<file path="src/rtl/text_term_pkg.sv">
// Shared types and constants for the text terminal: FSM states, ASCII codes, default geometry.
package text_term_pkg;

  typedef enum logic [1:0] {
    IDLE    = 2'd0,
    CLR_ROW = 2'd1,
    CLR_ALL = 2'd2
  } state_e;

  localparam logic [7:0] ASC_BS    = 8'h08;
  localparam logic [7:0] ASC_TAB   = 8'h09;
  localparam logic [7:0] ASC_FF    = 8'h0C;
  localparam logic [7:0] ASC_CR    = 8'h0D;
  localparam logic [7:0] ASC_SPACE = 8'h20;
  localparam logic [7:0] ASC_TILDE = 8'h7E;

  localparam int DEF_COLS     = 70;
  localparam int DEF_ROWS     = 30;
  localparam int DEF_CHAR_W   = 9;
  localparam int DEF_CHAR_H   = 16;
  localparam int DEF_ADDR_W   = 12;
  localparam int DEF_TAB_STOP = 8;

  localparam int COL_W = 7;
  localparam int ROW_W = 5;
  localparam int PIX_W = 10;

  function automatic logic is_printable(input logic [7:0] c);
    return (c >= ASC_SPACE) && (c <= ASC_TILDE);
  endfunction

endpackage

</file>
<file path="src/rtl/text_addr_gen.sv">
// Combinational cell address (row*COLS+col) and pixel origin generator; also used by the renderer.
module text_addr_gen
  import text_term_pkg::*;
#(
  parameter int COLS   = DEF_COLS,
  parameter int CHAR_W = DEF_CHAR_W,
  parameter int CHAR_H = DEF_CHAR_H,
  parameter int ADDR_W = DEF_ADDR_W
)(
  input  logic [COL_W-1:0]  col,
  input  logic [ROW_W-1:0]  row,
  output logic [ADDR_W-1:0] addr,
  output logic [PIX_W-1:0]  px_x,
  output logic [PIX_W-1:0]  px_y
);

  // Constant multipliers fold to shift-add networks.
  assign addr = ADDR_W'(int'(row) * COLS + int'(col));
  assign px_x = PIX_W'(int'(col) * CHAR_W);
  assign px_y = PIX_W'(int'(row) * CHAR_H);

endmodule

</file>
<file path="src/rtl/text_cursor_ctrl.sv">
// Text-terminal cursor engine: keyboard codes in, VRAM writes and cursor position out.
// Define TAB_EN to enable tab stops every TAB_STOP columns; otherwise 0x09 is ignored.
module text_cursor_ctrl
  import text_term_pkg::*;
#(
  parameter int COLS     = DEF_COLS,
  parameter int ROWS     = DEF_ROWS,
  parameter int CHAR_W   = DEF_CHAR_W,
  parameter int CHAR_H   = DEF_CHAR_H,
  parameter int ADDR_W   = DEF_ADDR_W,
  parameter int TAB_STOP = DEF_TAB_STOP
)(
  input  logic              clk,
  input  logic              rst,
  input  logic [7:0]        in_ascii,
  input  logic              in_valid,
  output logic              in_ready,
  output logic [COL_W-1:0]  cur_col,
  output logic [ROW_W-1:0]  cur_row,
  output logic [PIX_W-1:0]  cur_x,
  output logic [PIX_W-1:0]  cur_y,
  output logic              vram_we,
  output logic [ADDR_W-1:0] vram_addr,
  output logic [7:0]        vram_data,
  output logic              busy_clear
);

`ifdef TAB_EN
  localparam bit TAB_ON = 1'b1;
`else
  localparam bit TAB_ON = 1'b0;
`endif

  localparam logic [COL_W-1:0]  COL_LAST  = COL_W'(COLS - 1);
  localparam logic [ROW_W-1:0]  ROW_LAST  = ROW_W'(ROWS - 1);
  localparam logic [ADDR_W-1:0] ROW_LASTC = ADDR_W'(COLS - 1);
  localparam logic [ADDR_W-1:0] SCR_LASTC = ADDR_W'(COLS * ROWS - 1);

  state_e            state, st_nxt;
  logic [COL_W-1:0]  col_nxt;
  logic [ROW_W-1:0]  row_nxt, row_inc;
  logic [ADDR_W-1:0] cur_addr, nxt_addr, clr_addr, clr_cnt;
  logic [PIX_W-1:0]  nxt_x, nxt_y;
  logic              acc_we, acc_bs;
  logic [7:0]        acc_data;
  int                tab_col;

  // One generator on the next cursor: feeds pixel origin, backspace target and clear base.
  text_addr_gen #(
    .COLS(COLS), .CHAR_W(CHAR_W), .CHAR_H(CHAR_H), .ADDR_W(ADDR_W)
  ) u_addr (
    .col(col_nxt), .row(row_nxt), .addr(nxt_addr), .px_x(nxt_x), .px_y(nxt_y)
  );

  assign in_ready = (state == IDLE);
  assign row_inc  = (cur_row == ROW_LAST) ? '0 : cur_row + 1'b1;
  assign tab_col  = (int'(cur_col) / TAB_STOP + 1) * TAB_STOP;

  always_comb begin
    st_nxt   = state;
    col_nxt  = cur_col;
    row_nxt  = cur_row;
    acc_we   = 1'b0;
    acc_bs   = 1'b0;
    acc_data = in_ascii;
    case (state)
      IDLE: if (in_valid) begin
        if (is_printable(in_ascii)) begin
          acc_we = 1'b1;
          if (cur_col != COL_LAST) col_nxt = cur_col + 1'b1;
          else begin
            col_nxt = '0;
            row_nxt = row_inc;
            st_nxt  = CLR_ROW;
          end
        end else begin
          case (in_ascii)
            ASC_CR: begin
              col_nxt = '0;
              row_nxt = row_inc;
              st_nxt  = CLR_ROW;
            end
            ASC_BS: begin
              acc_data = ASC_SPACE;
              if (cur_col != '0) begin
                col_nxt = cur_col - 1'b1;
                acc_we  = 1'b1;
                acc_bs  = 1'b1;
              end else if (cur_row != '0) begin
                col_nxt = COL_LAST;
                row_nxt = cur_row - 1'b1;
                acc_we  = 1'b1;
                acc_bs  = 1'b1;
              end
            end
            ASC_FF: begin
              col_nxt = '0;
              row_nxt = '0;
              st_nxt  = CLR_ALL;
            end
            ASC_TAB: if (TAB_ON) begin
              if (tab_col >= COLS) begin
                col_nxt = '0;
                row_nxt = row_inc;
                st_nxt  = CLR_ROW;
              end else begin
                col_nxt = COL_W'(tab_col);
              end
            end
            default: ;
          endcase
        end
      end
      CLR_ROW: if (clr_cnt == ROW_LASTC) st_nxt = IDLE;
      CLR_ALL: if (clr_cnt == SCR_LASTC) st_nxt = IDLE;
      default: st_nxt = IDLE;
    endcase
  end

  always_ff @(posedge clk or posedge rst) begin
    if (rst) begin
      state      <= IDLE;
      cur_col    <= '0;
      cur_row    <= '0;
      cur_x      <= '0;
      cur_y      <= '0;
      cur_addr   <= '0;
      vram_we    <= 1'b0;
      vram_addr  <= '0;
      vram_data  <= ASC_SPACE;
      busy_clear <= 1'b0;
      clr_addr   <= '0;
      clr_cnt    <= '0;
    end else begin
      state      <= st_nxt;
      cur_col    <= col_nxt;
      cur_row    <= row_nxt;
      cur_x      <= nxt_x;
      cur_y      <= nxt_y;
      cur_addr   <= nxt_addr;
      busy_clear <= (st_nxt != IDLE);
      if (state == IDLE) begin
        vram_we <= acc_we;
        if (acc_we) begin
          vram_addr <= acc_bs ? nxt_addr : cur_addr;
          vram_data <= acc_data;
        end
        // Clear always starts at the new cursor row base (0 for form feed).
        clr_addr <= nxt_addr;
        clr_cnt  <= '0;
      end else begin
        vram_we   <= 1'b1;
        vram_addr <= clr_addr;
        vram_data <= ASC_SPACE;
        clr_addr  <= clr_addr + 1'b1;
        clr_cnt   <= clr_cnt + 1'b1;
      end
    end
  end

endmodule

</file>
<file path="config.mk">
export PLATFORM = sky130hd
export DESIGN_NAME = text_cursor_ctrl
export DESIGN_NICKNAME = d
export VERILOG_FILES = /design/src/rtl/text_term_pkg.sv /design/src/rtl/text_addr_gen.sv /design/src/rtl/text_cursor_ctrl.sv
export SDC_FILE = /design/constraint.sdc
export NUM_CORES = 1
export LEC_CHECK = 0
export BUFFER_PORTS_ARGS = -buffer_cell sky130_fd_sc_hd__buf_4
export CAP_MARGIN = 20
export CORE_UTILIZATION = 30
export DETAILED_ROUTE_END_ITERATION = 8
export PLACE_DENSITY = 0.58
export SLEW_MARGIN = 20
export SYNTH_ARGS = -nofsm -noshare
export SYNTH_HDL_FRONTEND = slang
export SYNTH_HIERARCHICAL = 1
export SYNTH_SLANG_ARGS = --single-unit
</file>
<file path="constraint.sdc">
create_clock -name clk -period 5.83 [get_ports clk]
set_input_delay 0.583 -clock clk [delete_from_list [all_inputs] [get_ports clk]]
set_output_delay 0.583 -clock clk [all_outputs]
set_load 0.01 [all_outputs]
</file>
==> qor.yml <==
run_status:
  outcome: "finished, violations left"
  violations_in_the_final_reports: "design-rule violations"
global_routing:
  grt-ovfl-total: 0
  first_global_vias: 4684
  globalRouteTotalUtil: 0.165
  grt_max_degree: 71
  grt_first_pass_wirelength_mm: 25.2
  grt_antenna_before_repair: 0
worst_setup_path:
  critPathMaxStageDelay_ps: 510
  critPathLaunchType: "flop"
  crit_type: "flop to flop"
  crit_arrival_ps: 5460
  critical_path.slowest_cell: "or4_1"
  most_frequent_cell_on_critical_path: "inv_1"
  critPathCaptureType: "flop"
  critical_path.reg2reg.startpoint: "cur_col[1]$_DFF_PP0_"
  crit_path_cell_trace: "inv_1 > ha_1 > nor2b_1 > nand3_1 > mux2i_1 > o21ai_1 > a221o_1 > inv_1 > ha_1 > inv_1 > ha_1 > inv_1 > fa_1 > inv_1 > ha_1 > nand2_1 > or4_1 > a221oi_2 > nor4_2 > xnor2_1 > o21ai_1 > a21oi_1 > o2bb2ai_1"
  worstPathRequired_ps: 6110
  path_max_fanout: 10
  crit_buf_inv: 5
  critical-path-top-delay-family: "compound AO/OA/AOI/OAI gates"
  crit_path_start: "cur_col[1]$_DFF_PP0_"
placed_design:
  gp_congestion: 0.866
  io_buffer_count: 65
  dp_hpwl_mm: 11.1
  pre_cts_slack_ps: 534
timing:
  timing.final.ws_setup_ps: 651
  skew_ps: 7.97
  final.min_clock_period_ps: 5180
  timing.final.max_slew_violations: 0
  worst_hold_slack_ps: 179
  period_share: 0.888
  totalNegativeSetupSlack_ps: 0
  max_slew_margin: 0.402
  timing.fmax_mhz: 193
  grt_setup_unrepaired: "false"
  transition_time_at_the_pin_with_the_least_slew_margin_ps: 897
  final-setup-viol-count: 0
  finalHoldViolCount: 0
yosys:
  most_used_flip_flop_cell_after_synthesis: "dfrtp_1"
  syn_area_um2: 5600
  synth.most_common_cell: "dfrtp_1"
  postSynthRegisterBits: 92
  netlist_top_cells_count: "dfrtp_1, a21oi_1, nor2_1"
  postSynthCellCount: 574
  postSynth.asyncResetShare: 1.00
  synth_top_cells_by_area: "dfrtp_1, ha_1, a21oi_1"
  synth_largest_area_cell: "dfrtp_1"
  synth.distinct_cells: 84
  synth_top_area_share: 0.407
  synth_seq_area_share: 0.411
  number_of_flops_mapped_to_enable_cells_by_yosys: 0
  synthesis.area_per_instance_um2: 9.76
  synthesis.yosys.warnings: 6
cells_and_area:
  diodes: 0
  nets_finish: 683
  syn_to_final_growth_pct: 18.8
  drive_above_1_share: 0.196
clock_network:
  clk_root_buffer_cell: "clkbuf_16"
  clkLatencyLatePin_ps: 360
  tritoncts.num_buffers: 9
  cts.hold.buffers_added: 0
  post-cts-setup-buffer-count: 0
  cts_tree: "yes"
  cts.htree.levels: 3
  tritoncts_num_sinks: 92
  post_cts_resize_count: 0
  cts_max_path_buffers: 2
  clk_transition_reported_paths_ps: 70
job:
  cap_violations: 0
floorplanning:
  floorplan.die.height_um: 139
  die_width_um: 139
  fp.coreArea_um2: 18100
  i_o_pin_cnt: 66
  placementRows: 49
  floorplan.die_area_um2: 19200
  initial_core_util: 0.309
pwr:
  static-leakage-power_nw: 2.96
  peakVddDrop_mv: 0.174
  power_per_cell_area_nw_per_um2: 290
detailed_routing:
  post-route-drc-count: 12
  initial_drc_count: 374
  detailedRoute.firstPassIterationCount: 7
  route.vias.total: 4616
  drt-total-wl_mm: 15.1
  post_drt_wl_per_cell_um: 17.5
  postRouteAntennaNets: 0
  routed_via_density: 5.33
min_path:
  timing.hold.worst.class: "primary input to asynchronous set/reset pin"
layer usage:
metal / global-route usage / routed length [um] / vias to the layer above
met5: 0 / 0 / -
met4: 0.0667 / 422 / 0
met3: 0.0366 / 696 / 28
met2: 0.270 / 7190 / 113
met1: 0.211 / 6840 / 2284
li1: - / - / 2191
flip-flops by register name, indices dropped and copies added, names as in the netlist:
| signal | count |
|---|---|
| clr_addr | 12 |
| clr_cnt | 12 |
| cur_addr | 12 |
| vram_addr | 12 |
| cur_x | 10 |
| cur_y | 10 |
| vram_data | 8 |
| cur_col | 7 |
| cur_row | 5 |
| state | 2 |
| busy_clear | 1 |
| vram_we | 1 |
power by group:
| part | internal (mW) | leakage, nW | switching [mW] |
|---|---|---|---|
| registers | 0.753 | 1.11 | 0.117 |
| clock network | 0.383 | 0.157 | 0.277 |
| logic | 0.191 | 1.69 | 0.210 |
| total | 1.33 | 2.96 | 0.604 |
kinds of logic after synthesis:
kind of cell	synth area share
flip-flops	0.411
buffers and inverters	0.0570
AND/OR/NAND/NOR	0.168
adder cells (fa/ha/maj)	0.0934
other	0.000669
AO/OA/AOI/OAI	0.206
multiplexers	0.00357
XOR/XNOR	0.0594
cell usage in the layout, fill, tap and decap left out, types with 6 or more instances in the layout:
master and count:
nor2_1 38, xor2_1 22, inv_1 21, nand2_1 34, a21o_1 16, nor3_1 8, o21ai_1 15, a31oi_1 8
o2bb2ai_1 11, ha_1 37, o21ai_0 25, nand4_1 6, nand3_1 23, and3_1 10, a21oi_1 45, dfrtp_1 91
clkbuf_16 9, buf_4 82, xnor2_1 16
area by class of cell:
type	count	area [um2]
clock buffers	9	225
repair buffers	83	643
well taps	229	287
flip-flops and latches	92	2300
fillers	1864	11500
inverters	23	88.8
multi-input cells	423	2990
clock inverters	7	111
metrics by stage:
step	power, mW	util	instances	instance area [um2]
6_report	1.93	0.367	866	6650
3_5_place_dp	1.29	0.347	849	6290
3_3_place_gp	1.28	0.347	849	6290
2_1_floorplan	1.12	-	578	5620
4_1_cts	1.96	0.365	865	6630
5_1_grt	2.04	0.367	866	6650
path summary, 6_finish.rpt:
| check | end | slack, ps | cells past startpoint |
|---|---|---|---|
| max | vram_addr[11]$_DFFE_PP0P_ | 650 | 23 |
| min | cur_y[0]$_DFF_PP0_ | 180 | 2 |
| max reg2reg | vram_addr[11]$_DFFE_PP0P_ | 650 | 23 |
| min reg2reg | vram_addr[4]$_DFFE_PP0P_ | 500 | 1 |
| max in group asynchronous | vram_data[0]$_DFFE_PP0P_ | 4450 | 3 |
| min in group clk | vram_data[3]$_DFFE_PP0P_ | 480 | 2 |
Note: power is estimated with default switching activity, not from simulation.
